$ cat config.mk
export PLATFORM = sky130hd
export DESIGN_NAME = hazard_ctrl
export DESIGN_NICKNAME = d
export VERILOG_FILES = /design/src/rtl/hazard_pkg.sv /design/src/rtl/hazard_mem_fsm.sv /design/src/rtl/hazard_ctrl.sv
export SDC_FILE = /design/constraint.sdc
export NUM_CORES = 1
export LEC_CHECK = 0
export BUFFER_PORTS_ARGS = -buffer_cell sky130_fd_sc_hd__buf_2
export CAP_MARGIN = 20
export CORE_MARGIN = 2
export CORE_UTILIZATION = 58
export CTS_CLUSTER_DIAMETER = 40
export DETAILED_ROUTE_END_ITERATION = 12
export PLACE_DENSITY_LB_ADDON = 0.08
export SLEW_MARGIN = 20
export SYNTH_ARGS = -nofsm -noshare
export SYNTH_HDL_FRONTEND = slang
export SYNTH_SLANG_ARGS = --single-unit
$ cat constraint.sdc
create_clock -name clk -period 5.4 [get_ports clk]
set_input_delay 0.81 -clock clk [delete_from_list [all_inputs] [get_ports clk]]
set_output_delay 0.81 -clock clk [all_outputs]
set_load 0.005 [all_outputs]
$ cat src/rtl/hazard_pkg.sv
// hazard_pkg
// Shared definitions for the pipeline hazard controller:
//   - forward-select encodings driven onto the ALU source muxes
//   - memory-wait FSM state encoding
//   - fwdSelect(): priority forward-select helper used for both ALU operands
package hazard_pkg;

   localparam logic [1:0] FWD_RF  = 2'b00;   // operand from the register file
   localparam logic [1:0] FWD_WB  = 2'b01;   // operand from resultW
   localparam logic [1:0] FWD_MEM = 2'b10;   // operand from aluoutM

   typedef enum logic {
      RUN  = 1'b0,
      WAIT = 1'b1
   } memState_t;

   // The M-stage producer is younger than the W-stage one, so it wins.
   // Register 0 is hard-wired and is never forwarded.
   function automatic logic [1:0] fwdSelect(input logic [4:0] src,
                                            input logic [4:0] wrM,
                                            input logic       wenM,
                                            input logic [4:0] wrW,
                                            input logic       wenW);
      if (src != 5'd0 && src == wrM && wenM)
         return FWD_MEM;
      else if (src != 5'd0 && src == wrW && wenW)
         return FWD_WB;
      return FWD_RF;
   endfunction

endpackage

$ cat src/rtl/hazard_mem_fsm.sv
// hazard_mem_fsm
// Freezes the pipeline while a multi-cycle data memory access is pending and
// abandons the access after MEM_TIMEOUT consecutive wait cycles.
//
// state | meaning
// ------+----------------------------------------------------------------
// RUN   | no access outstanding; a not-ready access freezes and enters WAIT
// WAIT  | access outstanding; waitCtr counts frozen cycles spent here
//
// Ports:
//   clk, reset    clock, synchronous active-high reset
//   memaccessM    load/store in the memory stage
//   mem_ready     memory completes the access this cycle
//   freeze        combinational: hold every pipeline register this cycle
//   mem_req       combinational: access request to the data memory
//   mem_err       registered, sticky timeout flag (cleared only by reset)
module hazard_mem_fsm
   import hazard_pkg::*;
#(
   parameter int MEM_TIMEOUT = 16
) (
   input  logic clk,
   input  logic reset,
   input  logic memaccessM,
   input  logic mem_ready,
   output logic freeze,
   output logic mem_req,
   output logic mem_err
);

   localparam int CTR_W = $clog2(MEM_TIMEOUT + 1);
   localparam logic [CTR_W-1:0] TIMEOUT_VAL = CTR_W'(MEM_TIMEOUT);

   memState_t        state;
   logic [CTR_W-1:0] waitCtr;
   logic             timeoutHit;

   always_comb begin
      timeoutHit = (state == WAIT) && !mem_ready && (waitCtr == TIMEOUT_VAL);
      freeze     = 1'b0;
      unique case (state)
         RUN:  freeze = memaccessM && !mem_ready;
         WAIT: freeze = !mem_ready && !timeoutHit;   // timeout releases the pipe
         default: freeze = 1'b0;
      endcase
      if (reset)
         freeze = 1'b0;
      // Both states request while an access is present.
      mem_req = memaccessM && !reset;
   end

   always_ff @(posedge clk) begin
      if (reset) begin
         state   <= RUN;
         waitCtr <= '0;
         mem_err <= 1'b0;
      end else begin
         unique case (state)
            RUN: begin
               if (memaccessM && !mem_ready) begin
                  state   <= WAIT;
                  waitCtr <= CTR_W'(1);
               end
            end
            WAIT: begin
               if (mem_ready) begin
                  state   <= RUN;
                  waitCtr <= '0;
               end else if (waitCtr == TIMEOUT_VAL) begin
                  mem_err <= 1'b1;
                  state   <= RUN;
                  waitCtr <= '0;
               end else begin
                  waitCtr <= waitCtr + CTR_W'(1);
               end
            end
            default: begin
               state   <= RUN;
               waitCtr <= '0;
            end
         endcase
      end
   end

endmodule

$ cat src/rtl/hazard_ctrl.sv
// hazard_ctrl
// Hazard controller for the 5-stage MIPS pipeline: forwarding selects,
// load-use / branch stall detection, memory-wait freeze and saturating
// performance counters.
//
// Ports:
//   clk, reset                      clock, synchronous active-high reset
//   rsD/rtD, rsE/rtE                source register specifiers (D, E stages)
//   writeregE/M/W, regwriteE/M/W    destination register and write enables
//   memtoregE/M                     load in E / M stage
//   branchD                         branch in decode
//   memaccessM, mem_ready           data-memory handshake
//   perf_clr                        synchronous clear of the counters
//   stallF..stallW, flushE          pipeline register controls
//   forwardAD/BD, forwardAE/BE      forward selects
//   mem_req, mem_err                memory request, sticky timeout flag
//   hazard_stall_cnt, mem_wait_cnt,
//   flush_cnt                       saturating performance counters
module hazard_ctrl
   import hazard_pkg::*;
#(
   parameter int MEM_TIMEOUT = 16,
   parameter int CNT_W       = 32
) (
   input  logic             clk,
   input  logic             reset,
   input  logic [4:0]       rsD,
   input  logic [4:0]       rtD,
   input  logic [4:0]       rsE,
   input  logic [4:0]       rtE,
   input  logic [4:0]       writeregE,
   input  logic [4:0]       writeregM,
   input  logic [4:0]       writeregW,
   input  logic             regwriteE,
   input  logic             regwriteM,
   input  logic             regwriteW,
   input  logic             memtoregE,
   input  logic             memtoregM,
   input  logic             branchD,
   input  logic             memaccessM,
   input  logic             mem_ready,
   input  logic             perf_clr,
   output logic             stallF,
   output logic             stallD,
   output logic             stallE,
   output logic             stallM,
   output logic             stallW,
   output logic             flushE,
   output logic             forwardAD,
   output logic             forwardBD,
   output logic [1:0]       forwardAE,
   output logic [1:0]       forwardBE,
   output logic             mem_req,
   output logic             mem_err,
   output logic [CNT_W-1:0] hazard_stall_cnt,
   output logic [CNT_W-1:0] mem_wait_cnt,
   output logic [CNT_W-1:0] flush_cnt
);

   localparam logic [CNT_W-1:0] CNT_MAX = {CNT_W{1'b1}};

   logic freeze;
   logic lwStall;
   logic branchStall;
   logic hstall;

   hazard_mem_fsm #(
      .MEM_TIMEOUT(MEM_TIMEOUT)
   ) u_memFsm (
      .clk       (clk),
      .reset     (reset),
      .memaccessM(memaccessM),
      .mem_ready (mem_ready),
      .freeze    (freeze),
      .mem_req   (mem_req),
      .mem_err   (mem_err)
   );

   always_comb begin
      lwStall     = memtoregE && (rtE == rsD || rtE == rtD);
      // Branch compares in D: an ALU result still in E, or a load still in M,
      // cannot be forwarded in time.
      branchStall = branchD &&
                    ((regwriteE && (writeregE == rsD || writeregE == rtD)) ||
                     (memtoregM && (writeregM == rsD || writeregM == rtD)));
      hstall      = !reset && (lwStall || branchStall);

      forwardAE = reset ? FWD_RF : fwdSelect(rsE, writeregM, regwriteM, writeregW, regwriteW);
      forwardBE = reset ? FWD_RF : fwdSelect(rtE, writeregM, regwriteM, writeregW, regwriteW);
      forwardAD = !reset && rsD != 5'd0 && rsD == writeregM && regwriteM;
      forwardBD = !reset && rtD != 5'd0 && rtD == writeregM && regwriteM;

      stallF = hstall || freeze;
      stallD = hstall || freeze;
      stallE = freeze;
      stallM = freeze;
      stallW = freeze;
      // A frozen E stage must keep its contents, so the bubble is withheld.
      flushE = hstall && !freeze;
   end

   always_ff @(posedge clk) begin
      if (reset || perf_clr) begin
         hazard_stall_cnt <= '0;
         mem_wait_cnt     <= '0;
         flush_cnt        <= '0;
      end else begin
         if (hstall && !freeze && hazard_stall_cnt != CNT_MAX)
            hazard_stall_cnt <= hazard_stall_cnt + CNT_W'(1);
         if (freeze && mem_wait_cnt != CNT_MAX)
            mem_wait_cnt <= mem_wait_cnt + CNT_W'(1);
         if (flushE && flush_cnt != CNT_MAX)
            flush_cnt <= flush_cnt + CNT_W'(1);
      end
   end

endmodule

==> summary.md, run 1 <==
| Metric | Value |
|---|---|
| Drt first pass iters | `4` |
| CP required | `4.59 ns` |
| Max-cap check violation count | `0` |
| Final period util | `58.8%` |
| Total gr overflow | `0` |
| Die area | `11000 µm²` |
| RR Startpoint | `hazard_stall_cnt[0]` |
| Reg clk slew, reported paths | `0.08 ns` |
| R2R Setup Slk | `2.45 ns` |
| Worst hold stages | `2` |
| Port Buffers | `155` |
| Post-Syn Area | `5900 µm²` |
| Sequential cell area | `2060 µm²` |
| Async S/R FF share, synth | `0%` |
| Area of the multi-input gates | `3560 µm²` |
| Final GP Congestion | `0.900` |
| Final nets | `914` |
| Worst Setup Start Kind | `primary input` |
| Worst reg2reg endpoint | `hazard_stall_cnt[18]` |
| Cell row count | `36` |
| Clk pwr share | `37.5%` |
| Synthesized area per cell | `8.05 µm²` |
| Worst hold path type | `flop to flop` |
| Total CTS buffers | `9` |
| Combinational Power Share | `8.9%` |
| # IOs | `156` |
| Via density | `5.90` |
| Outcome | `complete, no violations` |
| WP data arrival | `2.36 ns` |
| Worst-Skew Late Latency | `0.37 ns` |
| Ant. Diodes | `0` |
| Initial Utilization | `60.1%` |
| Largest net degree at the start of global routing | `57` |
| Fillers | `853` |
| Setup CP Type | `primary input to output port` |
| Final setup TNS | `0 ns` |
| RSZ-0062 raised after global routing | `no` |
| Average wire per standard cell | `15.2 µm` |
| Main synth FF type | `dfxtp_1` |
| Setup Fix Bufs, Post-CTS | `0` |
| HPWL Detailed | `11200 µm` |
| Share of cells above drive strength 1 | `21.4%` |
| Peak supply drop | `0.138 mV` |
| H-tree depth | `3` |
| Commonest non-fill, non-tap cell in the layout | `buf_2` |
| Worst slew pin tran | `1.02 ns` |
| Most frequent cells in the layout | `buf_2 (155), dfxtp_1 (103), nand2_1 (76)` |
| Die X | `105 µm` |
| Fin Clk Skew | `0.0142 ns` |
| Net switching fraction of the power | `23.8%` |
| Root buffer cell | `clkbuf_8` |
| Synthesized Nets | `784` |
| P_sw | `339 µW` |
| Highest clock rate | `315 MHz` |
| CTS Buffer Depth | `2` |
| Netlist cell types | `64` |
| Clock sinks | `103` |
| Hold_buf cts | `0` |
| Worst setup EP type | `output port` |
| CTS tree | `yes` |
| Routed WL | `15300 µm` |
| R2r worst-path depth | `7` |
| Core area | `9820 µm²` |
| P_int | `1.09 mW` |
| ANT nets after route | `0` |
| Yosys reg bits | `103` |
| Fin. Hold Viols | `0` |
| PwrDens | `207 nW/µm²` |
| Hold worst-path end | `flush_cnt[27]` |
| Vias after detailed routing | `5908` |
| Initial antenna violation count | `0` |
| Part of the Yosys area used for sequential elements | `34.9%` |
| Synth warnings | `0` |
| Drt drc | `0` |
| Synthesized instance count | `733` |
| # setup viols final | `0` |
| Cts repair resizes | `0` |
| Hold WS | `0.488 ns` |
| Crit Path Max Fanout | `10` |
| P_leak | `2.50 nW` |
| First-pass GRT wire length | `25100 µm` |
| Worst Min Path Start | `flush_cnt[27]` |
| Die span in y | `105 µm` |
| Number of flops mapped to enable cells by yosys | `0` |
| Relative slew slack | `31.7%` |
| Area delta synth->final | `16.7%` |
| Tot Pwr | `1.42 mW` |
| GRT Overall Usage | `27.2%` |
| Share of power burned in registers | `53.5%` |
| Number of global-route vias before repair | `5437` |
| Min Tclk post-route | `3.17 ns` |
| 1st-iter DRT viols | `255` |
| Pins Over Slew Limit | `0` |
-- logic make-up (layout without fill, tap and decap cells) --
| kind of cell | count (synthesis) | count (layout) | synth area share [%] |
|---|---|---|---|
| AOI/OAI and AO/OA | 131 | 131 | 14.6 |
| xor gates and xnor gates | 81 | 81 | 12.0 |
| adders and majority gates | 5 | 5 | 1.06 |
| buffers and inverters | 61 | 196 | 4.81 |
| DFF | 103 | 103 | 34.9 |
| muxes | 13 | 13 | 2.20 |
| and+or+nand+nor | 339 | 339 | 30.4 |
-- cell type report --
cell class,instances,share of cell area [%]
Multi-Input combinational cell,569,51.7
Sequential cell,103,29.9
Tap cell,133,2.42
Clock buffer,11,2.05
Inverter,22,1.20
Clock inverter,5,1.14
Timing Repair Buffer,158,11.6
-- worst max path at each step --
stage                       from       endpoint  slack, ns
after floorplan           rtE[1]   forwardBE[0]       2.64
after global routing      rsD[0]         flushE       2.12
after global placement    rsD[4]  flush_cnt[15]       2.30
after CTS                 rsD[0]         flushE       2.24
after detailed placement  rsD[0]  flush_cnt[18]       2.18
final                     rsD[0]         flushE       2.23
-- power groups by stage --
stage	registers (mW)	clock network (mW)	logic (mW)
2_1_floorplan	0.779	0	0.0833
3_3_place_gp	0.780	0	0.122
3_5_place_dp	0.780	0	0.126
4_1_cts	0.763	0.544	0.127
5_1_grt	0.763	0.578	0.140
6_report	0.763	0.535	0.127
-- sequential cells by signal, summed over array words and instances (netlist names) --
register and flops:
u_memFsm.waitCtr 5, u_memFsm.state 1, u_memFsm.mem_err 1, mem_wait_cnt 32, flush_cnt 32, hazard_stall_cnt 32
-- synthesized netlist by cell type, drive strengths merged (23+ instances only) --
| cell type | count | share of area [%] |
|---|---|---|
| dfxtp | 103 | 35 |
| a21oi | 46 | 4.0 |
| nand3 | 33 | 2.8 |
| xor2 | 26 | 3.9 |
| o21ai | 23 | 2.0 |
| xnor2 | 55 | 8.2 |
| or4 | 29 | 3.7 |
| nand2 | 76 | 4.8 |
| or3 | 31 | 3.3 |
| nor2 | 69 | 4.5 |
| nand4 | 31 | 3.3 |
-- critical path, cell delays in order --
cell	delay [ns]
buf_2	0.14
xnor2_1	0.19
nand4_1	0.11
o22ai_1	0.36
o21ai_2	0.15
a21oi_2	0.40
buf_2	0.20
-- metrics by stage --
stage	setup WS [ns]	util, %	cells	cell area (µm²)
CTS	2.24	70.1	1001	6890
detailed placement	2.18	67.9	985	6670
finish	2.23	70.2	1001	6890
floorplan	2.64	-	733	5900
global route	2.12	70.2	1001	6890
global placement	2.30	67.9	985	6670
-- per-layer routing --
layer | part of all wire, % | GRT usage (%) | wire length, µm | up-vias
met5 | 0 | 0 | 0 | -
met4 | 1.6 | 8.86 | 251 | 0
met3 | 5.2 | 5.30 | 786 | 20
met2 | 49 | 46.8 | 7490 | 170
met1 | 44 | 34.0 | 6730 | 2791
li1 | - | - | - | 2927
(Power assumes the default switching activity.)
==> inputs of run 2 (changes only) <==
CORE_UTILIZATION = 53   (was 58)
clock period = 3.1 ns   (was 5.4 ns; I/O delays follow)
==> run 2 against run 1 <==
- clock power is 50% higher
- via count is 0.63% higher
- first-iteration DRC count increased by 49%
- die area up 9.1%
- critical endpoint is now mem_wait_cnt[7]
==> summary.md, run 2 (synthesis gave the netlist of run 1 again) <==
| Metric | Value |
|---|---|
| P_sw | `588 µW (+74%)` |
| Die area | `12000 µm² (+9.1%)` |
| Root buffer cell | `clkbuf_8` |
| Largest net degree at the start of global routing | `50 (-12%)` |
| RSZ-0062 raised after global routing | `no` |
| Place WS | `0.293 ns (-1.89 ns)` |
| Combinational Power Share | `9.5% (+0.6 points)` |
| # setup viols final | `0 (unchanged)` |
| Critical path, cell by cell | `and4_1 -> nor3b_1 -> or3b_1 -> o31ai_1 -> buf_4 -> or3_1 -> xor2_1 -> nor2_1` |
| Cts repair resizes | `0 (unchanged)` |
| Average wire per standard cell | `15.3 µm (+0.36%)` |
| Share of cells above drive strength 1 | `22.3% (+0.83 points)` |
| Pins Over Slew Limit | `0 (unchanged)` |
| Hold_buf cts | `0 (unchanged)` |
| CTS tree | `yes` |
| Max-cap check violation count | `0 (unchanged)` |
| Share of power burned in registers | `56.4% (+2.9 points)` |
| Worst Setup Start Kind | `flop` |
| Outcome | `complete, no violations` |
| Area delta synth->final | `17.7%` |
| Ant. Diodes | `0 (unchanged)` |
| Die X | `110 µm (+4.4%)` |
| HPWL Detailed | `11600 µm (+3.4%)` |
| Cell area after layout | `6950 µm² (+0.89%)` |
| Clk pwr share | `34.1% (-3.4 points)` |
| Net switching fraction of the power | `25.0% (+1.2 points)` |
| P_leak | `2.54 nW (+1.5%)` |
| Clock sinks | `103 (unchanged)` |
| Final period util | `88.7%` |
| 1st-iter DRT viols | `381 (+49%)` |
| PwrDens | `339 nW/µm² (+64%)` |
| Worst-Skew Late Latency | `0.38 ns (about the same)` |
| WP data arrival | `3.02 ns (+0.66 ns)` |
| Max incr delay on CP | `0.66 ns (+0.26 ns)` |
| Most frequent cells in the layout | `buf_2 (155), dfxtp_1 (103), nand2_1 (76)` |
| Commonest non-fill, non-tap cell in the layout | `buf_2` |
| Peak supply drop | `0.267 mV (+94%)` |
| Area of the multi-input gates | `3560 µm² (about the same)` |
| Finished Core Util | `64.1% (-6.0 points)` |
| Crit Path Max Fanout | `6 (-4)` |
| Setup CP Type | `flop to flop` |
| Setup Fix Bufs, Post-CTS | `0 (unchanged)` |
| Drt drc | `0 (unchanged)` |
| Worst slew pin tran | `1.04 ns (+0.0179 ns)` |
| Drt first pass iters | `5 (+1)` |
| Cell row count | `38 (+5.6%)` |
| Dpl cell area | `6770 µm² (+1.5%)` |
| Reg clk slew, reported paths | `0.09 ns (about the same)` |
| Final setup TNS | `0 ns (unchanged)` |
| Fillers | `978 (+15%)` |
| Final nets | `923 (+0.98%)` |
| Initial antenna violation count | `0 (unchanged)` |
| Vias after detailed routing | `5945 (+0.63%)` |
| Worst hold path type | `primary input to flop` |
| Initial Utilization | `54.5% (-5.7 points)` |
| P_int | `1.77 mW (+63%)` |
| Fin Clk Skew | `0.0101 ns (-0.00414 ns)` |
| CP required | `3.37 ns (-1.22 ns)` |
| Top flop regs | `flush_cnt x32, hazard_stall_cnt x32, mem_wait_cnt x32` |
| Number of global-route vias before repair | `5337 (-1.8%)` |
| ANT nets after route | `0 (unchanged)` |
| H-tree depth | `3 (unchanged)` |
| Hold WS | `0.444 ns (-0.0437 ns)` |
| Slowest cell on crit path | `o31ai_1` |
| Final WS setup | `0.350 ns (-1.88 ns)` |
| Relative slew slack | `30.6% (-1.0 points)` |
| # IOs | `156 (unchanged)` |
| Total gr overflow | `0 (unchanged)` |
| Via density | `5.85 (-0.86%)` |
| Die span in y | `110 µm (+4.4%)` |
| Final GP Congestion | `0.824 (-8.4%)` |
| GRT Overall Usage | `25.7% (-1.5 points)` |
| Worst setup EP type | `flop` |
| Core area | `10800 µm² (+10%)` |
| R2R Setup Slk | `0.35 ns (-2.10 ns)` |
| Sequential cell area | `2060 µm² (unchanged)` |
| CTS Buffer Depth | `2 (unchanged)` |
| Fin. Hold Viols | `0 (unchanged)` |
| Min Tclk post-route | `2.75 ns` |
| Port Buffers | `155 (unchanged)` |
| First-pass GRT wire length | `24800 µm (-1.2%)` |
| Highest clock rate | `364 MHz` |
| Total CTS buffers | `9 (unchanged)` |
| Routed WL | `15500 µm (+1.9%)` |
## run 2: layout make-up
class,instances,share of cell area [%]
Timing Repair Buffer,167,12.8
Clock inverter,3,0.252
Clock buffer,12,2.38
Multi-Input combinational cell,569,51.2
Tap cell,140,2.52
Inverter,22,1.19
Sequential cell,103,29.7
## run 2: routing by layer
layer  share of wire, %  vias to the layer above  wire length [µm]  track usage (%)
li1                   -                     2939                 -                -
met5                  0                        -                 0                0
met1                 44                     2816              6890             32.3
met2                 48                      164              7500             43.8
met3                6.0                       26               937             6.58
met4                1.4                        0               212             6.51
## run 2: critical path, delay by kind of cell, from the launching register on
kind	cells	cell delay, ns
compound gates	1	0.66
flops	1	0.44
xor+xnor	1	0.16
simple gates	5	1.12
buf+inv	1	0.27
## run 2: power by group through the flow
stage	Sequential (mW)	Clock [mW]	Combinational [mW]
2_1_floorplan	1.36	0	0.145
3_3_place_gp	1.36	0	0.215
3_5_place_dp	1.36	0	0.224
4_1_cts	1.33	0.827	0.224
5_1_grt	1.33	0.893	0.245
6_report	1.33	0.805	0.224
## run 2: final timing paths
| path | startpoint | to | depth (start not counted) |
|---|---|---|---|
| worst max-delay path | mem_wait_cnt[14] | mem_wait_cnt[7] | 8 |
| worst min-delay path | mem_ready | u_memFsm.waitCtr[0] | 3 |
| worst max register to register | mem_wait_cnt[14] | mem_wait_cnt[7] | 8 |
| worst min register to register | u_memFsm.mem_err | u_memFsm.mem_err | 2 |
## run 2: metrics by stage
step	cells	total power, mW
global route	1016	2.47
floorplan	733	1.50
detailed placement	1001	1.58
finish	1016	2.36
CTS	1016	2.38
global placement	1001	1.57
==> inputs of run 3 (changes only) <==
CORE_UTILIZATION = 55   (was 53)
clock period = 3.2 ns   (was 3.1 ns; I/O delays follow)
==> run 3 against run 2 <==
- count of clock-buffer cells in the layout rose by 1
- die area fell by 3.5%
- utilization rose by 2.9 points
- maximum frequency rose by 1.8%
- cell count fell by 0.69%
- clock skew fell by 0.00061 ns
- critical path type unchanged
- first-iteration DRC count rose by 4.5%
- total power rose by 2.1%
- clock power rose by 12%
- highest routed layer unchanged
==> summary.md, run 3 (synthesis gave the netlist of run 1 again) <==
| Metric | Value |
|---|---|
| Net switching fraction of the power | `24.2% (-0.72 points)` |
| Via density | `5.84 (-0.19%)` |
| Hold_buf cts | `0 (unchanged)` |
| Worst setup EP type | `flop` |
| Cell row count | `37 (-2.6%)` |
| Placed Instances | `993 (-0.80%)` |
| Final period util | `84.4% (-4.3 points)` |
| Worst-Skew Late Latency | `0.37 ns (about the same)` |
| Drt first pass iters | `6 (+1)` |
| Fillers | `913 (-6.6%)` |
| Die span in y | `108 µm (-1.8%)` |
| First-pass GRT wire length | `25100 µm (+1.3%)` |
| Commonest non-fill, non-tap cell in the layout | `buf_2` |
| Worst slew pin tran | `0.898 ns (-0.142 ns)` |
| Vias after detailed routing | `5893 (-0.87%)` |
| Total CTS buffers | `9 (unchanged)` |
| Fin. Hold Viols | `0 (unchanged)` |
| Sequential cell area | `2060 µm² (unchanged)` |
| Die X | `108 µm (-1.8%)` |
| RSZ-0062 raised after global routing | `no` |
| Fin Clk Skew | `0.00949 ns (-0.000615 ns)` |
| Final nets | `919 (-0.43%)` |
| Setup CP Type | `flop to flop` |
| Highest clock rate | `370 MHz (+1.8%)` |
| Total gr overflow | `0 (unchanged)` |
| Number of global-route vias before repair | `5544 (+3.9%)` |
| Reg clk slew, reported paths | `0.09 ns (about the same)` |
| Non-filler instance count after layout | `1009 (-0.69%)` |
| Average wire per standard cell | `14.7 µm (-3.8%)` |
| Area of the multi-input gates | `3560 µm² (about the same)` |
| Initial Utilization | `56.9% (+2.5 points)` |
| Core area | `10400 µm² (-4.3%)` |
| Combinational Power Share | `9.0% (-0.5 points)` |
| Worst Setup Start Kind | `flop` |
| Min Tclk post-route | `2.70 ns (-0.0476 ns)` |
| R2r worst-path depth | `7 (-1)` |
| Cell area after layout | `6950 µm² (about the same)` |
| CTS tree | `yes` |
| P_leak | `2.53 nW (-0.14%)` |
| Place WS | `0.417 ns (+0.124 ns)` |
| Share of power burned in registers | `53.5% (-2.9 points)` |
| # IOs | `156 (unchanged)` |
| CP required | `3.45 ns (+0.08 ns)` |
| ANT nets after route | `0 (unchanged)` |
| H-tree depth | `3 (unchanged)` |
| Outcome | `complete, no violations` |
| Setup Fix Bufs, Post-CTS | `0 (unchanged)` |
| Crit Path Max Fanout | `45 (+39)` |
| Finished Core Util | `67.0% (+2.9 points)` |
| HPWL Detailed | `10900 µm (-6.1%)` |
| Tot Pwr | `2.41 mW (+2.1%)` |
| Initial antenna violation count | `0 (unchanged)` |
| Worst hold path type | `primary input to flop` |
| Dpl cell area | `6720 µm² (-0.70%)` |
| Area delta synth->final | `17.7% (about the same)` |
| Peak supply drop | `0.264 mV (-1.3%)` |
| Worst hold stages | `3 (unchanged)` |
| Relative slew slack | `39.9% (+9.3 points)` |
| Die area | `11600 µm² (-3.5%)` |
| Share of cells above drive strength 1 | `22.0% (-0.27 points)` |
| Hold WS | `0.432 ns (-0.0124 ns)` |
| # setup viols final | `0 (unchanged)` |
| Ant. Diodes | `0 (unchanged)` |
| P_int | `1.82 mW (+3.1%)` |
| P_sw | `584 µW (-0.81%)` |
| Largest net degree at the start of global routing | `60 (+20%)` |
| Most frequent cells in the layout | `buf_2 (155), dfxtp_1 (103), nand2_1 (76)` |
| GRT Overall Usage | `26.4% (+0.72 points)` |
| Drt drc | `0 (unchanged)` |
| Max-cap check violation count | `0 (unchanged)` |
| Routed WL | `14800 µm (-4.4%)` |
| Port Buffers | `155 (unchanged)` |
| Pins Over Slew Limit | `0 (unchanged)` |
| Cts repair resizes | `0 (unchanged)` |
| Final setup TNS | `0 ns (unchanged)` |
| PwrDens | `346 nW/µm² (+2.1%)` |
| Clock sinks | `103 (unchanged)` |
| Clk pwr share | `37.6% (+3.5 points)` |
| Top flop regs | `flush_cnt x32, hazard_stall_cnt x32, mem_wait_cnt x32` |
| WP data arrival | `2.95 ns (-0.07 ns)` |
| 1st-iter DRT viols | `398 (+4.5%)` |
| Root buffer cell | `clkbuf_8` |
| CTS Buffer Depth | `2 (unchanged)` |
| Final GP Congestion | `0.882 (+7.0%)` |
| Final WS setup | `0.498 ns (+0.148 ns)` |
run 3: cell count changes in the layout (fill, tap and decap cells not counted), sizes merged:
cell      previous run  this run
inv                 22        23
bufinv               0         1
clkinvlp             1         0
clkbuf              12        13
clkinv               2         1
buf                167       163
run 3: worst paths after layout:
check | endpoint | slack, ns | start
min reg2reg | u_memFsm.mem_err | 0.49 | u_memFsm.mem_err
max | flush_cnt[25] | 0.50 | flush_cnt[8]
min | u_memFsm.waitCtr[0] | 0.43 | mem_ready
max reg2reg | flush_cnt[25] | 0.50 | flush_cnt[8]
run 3: layout make-up:
class,count,share of cell area [%]
multi-input combinational,569,51.2
timing repair buffer,163,12.2
clock inverter,3,0.684
inverter,22,1.19
sequential,103,29.7
clock buffer,13,2.57
tap,136,2.45
run 3: metal layers:
metal  vias to the layer above  part of all wire [%]  GRT usage, %
li1                       2924                     -             -
met3                        18                   6.3          6.66
met4                         0                   1.3          8.24
met1                      2771                    45          33.8
met2                       180                    48          43.6
met5                         -                     0             0
run 3: power groups by stage:
stage | Combinational [mW] | Clock, mW | Sequential [mW]
after global placement | 0.207 | 0 | 1.32
after global routing | 0.238 | 0.973 | 1.29
after detailed placement | 0.215 | 0 | 1.32
after floorplan | 0.141 | 0 | 1.31
final | 0.216 | 0.905 | 1.29
after CTS | 0.215 | 0.922 | 1.29
run 3: critical path, cell delays in order, from the launching register on:
cell and delay (ns):
dfxtp_1 0.48, and4_1 0.30, nand4_1 0.23, nor3_2 0.38, and2_1 0.25, a221o_2 0.63, nor4_1 0.15, mux2i_1 0.16
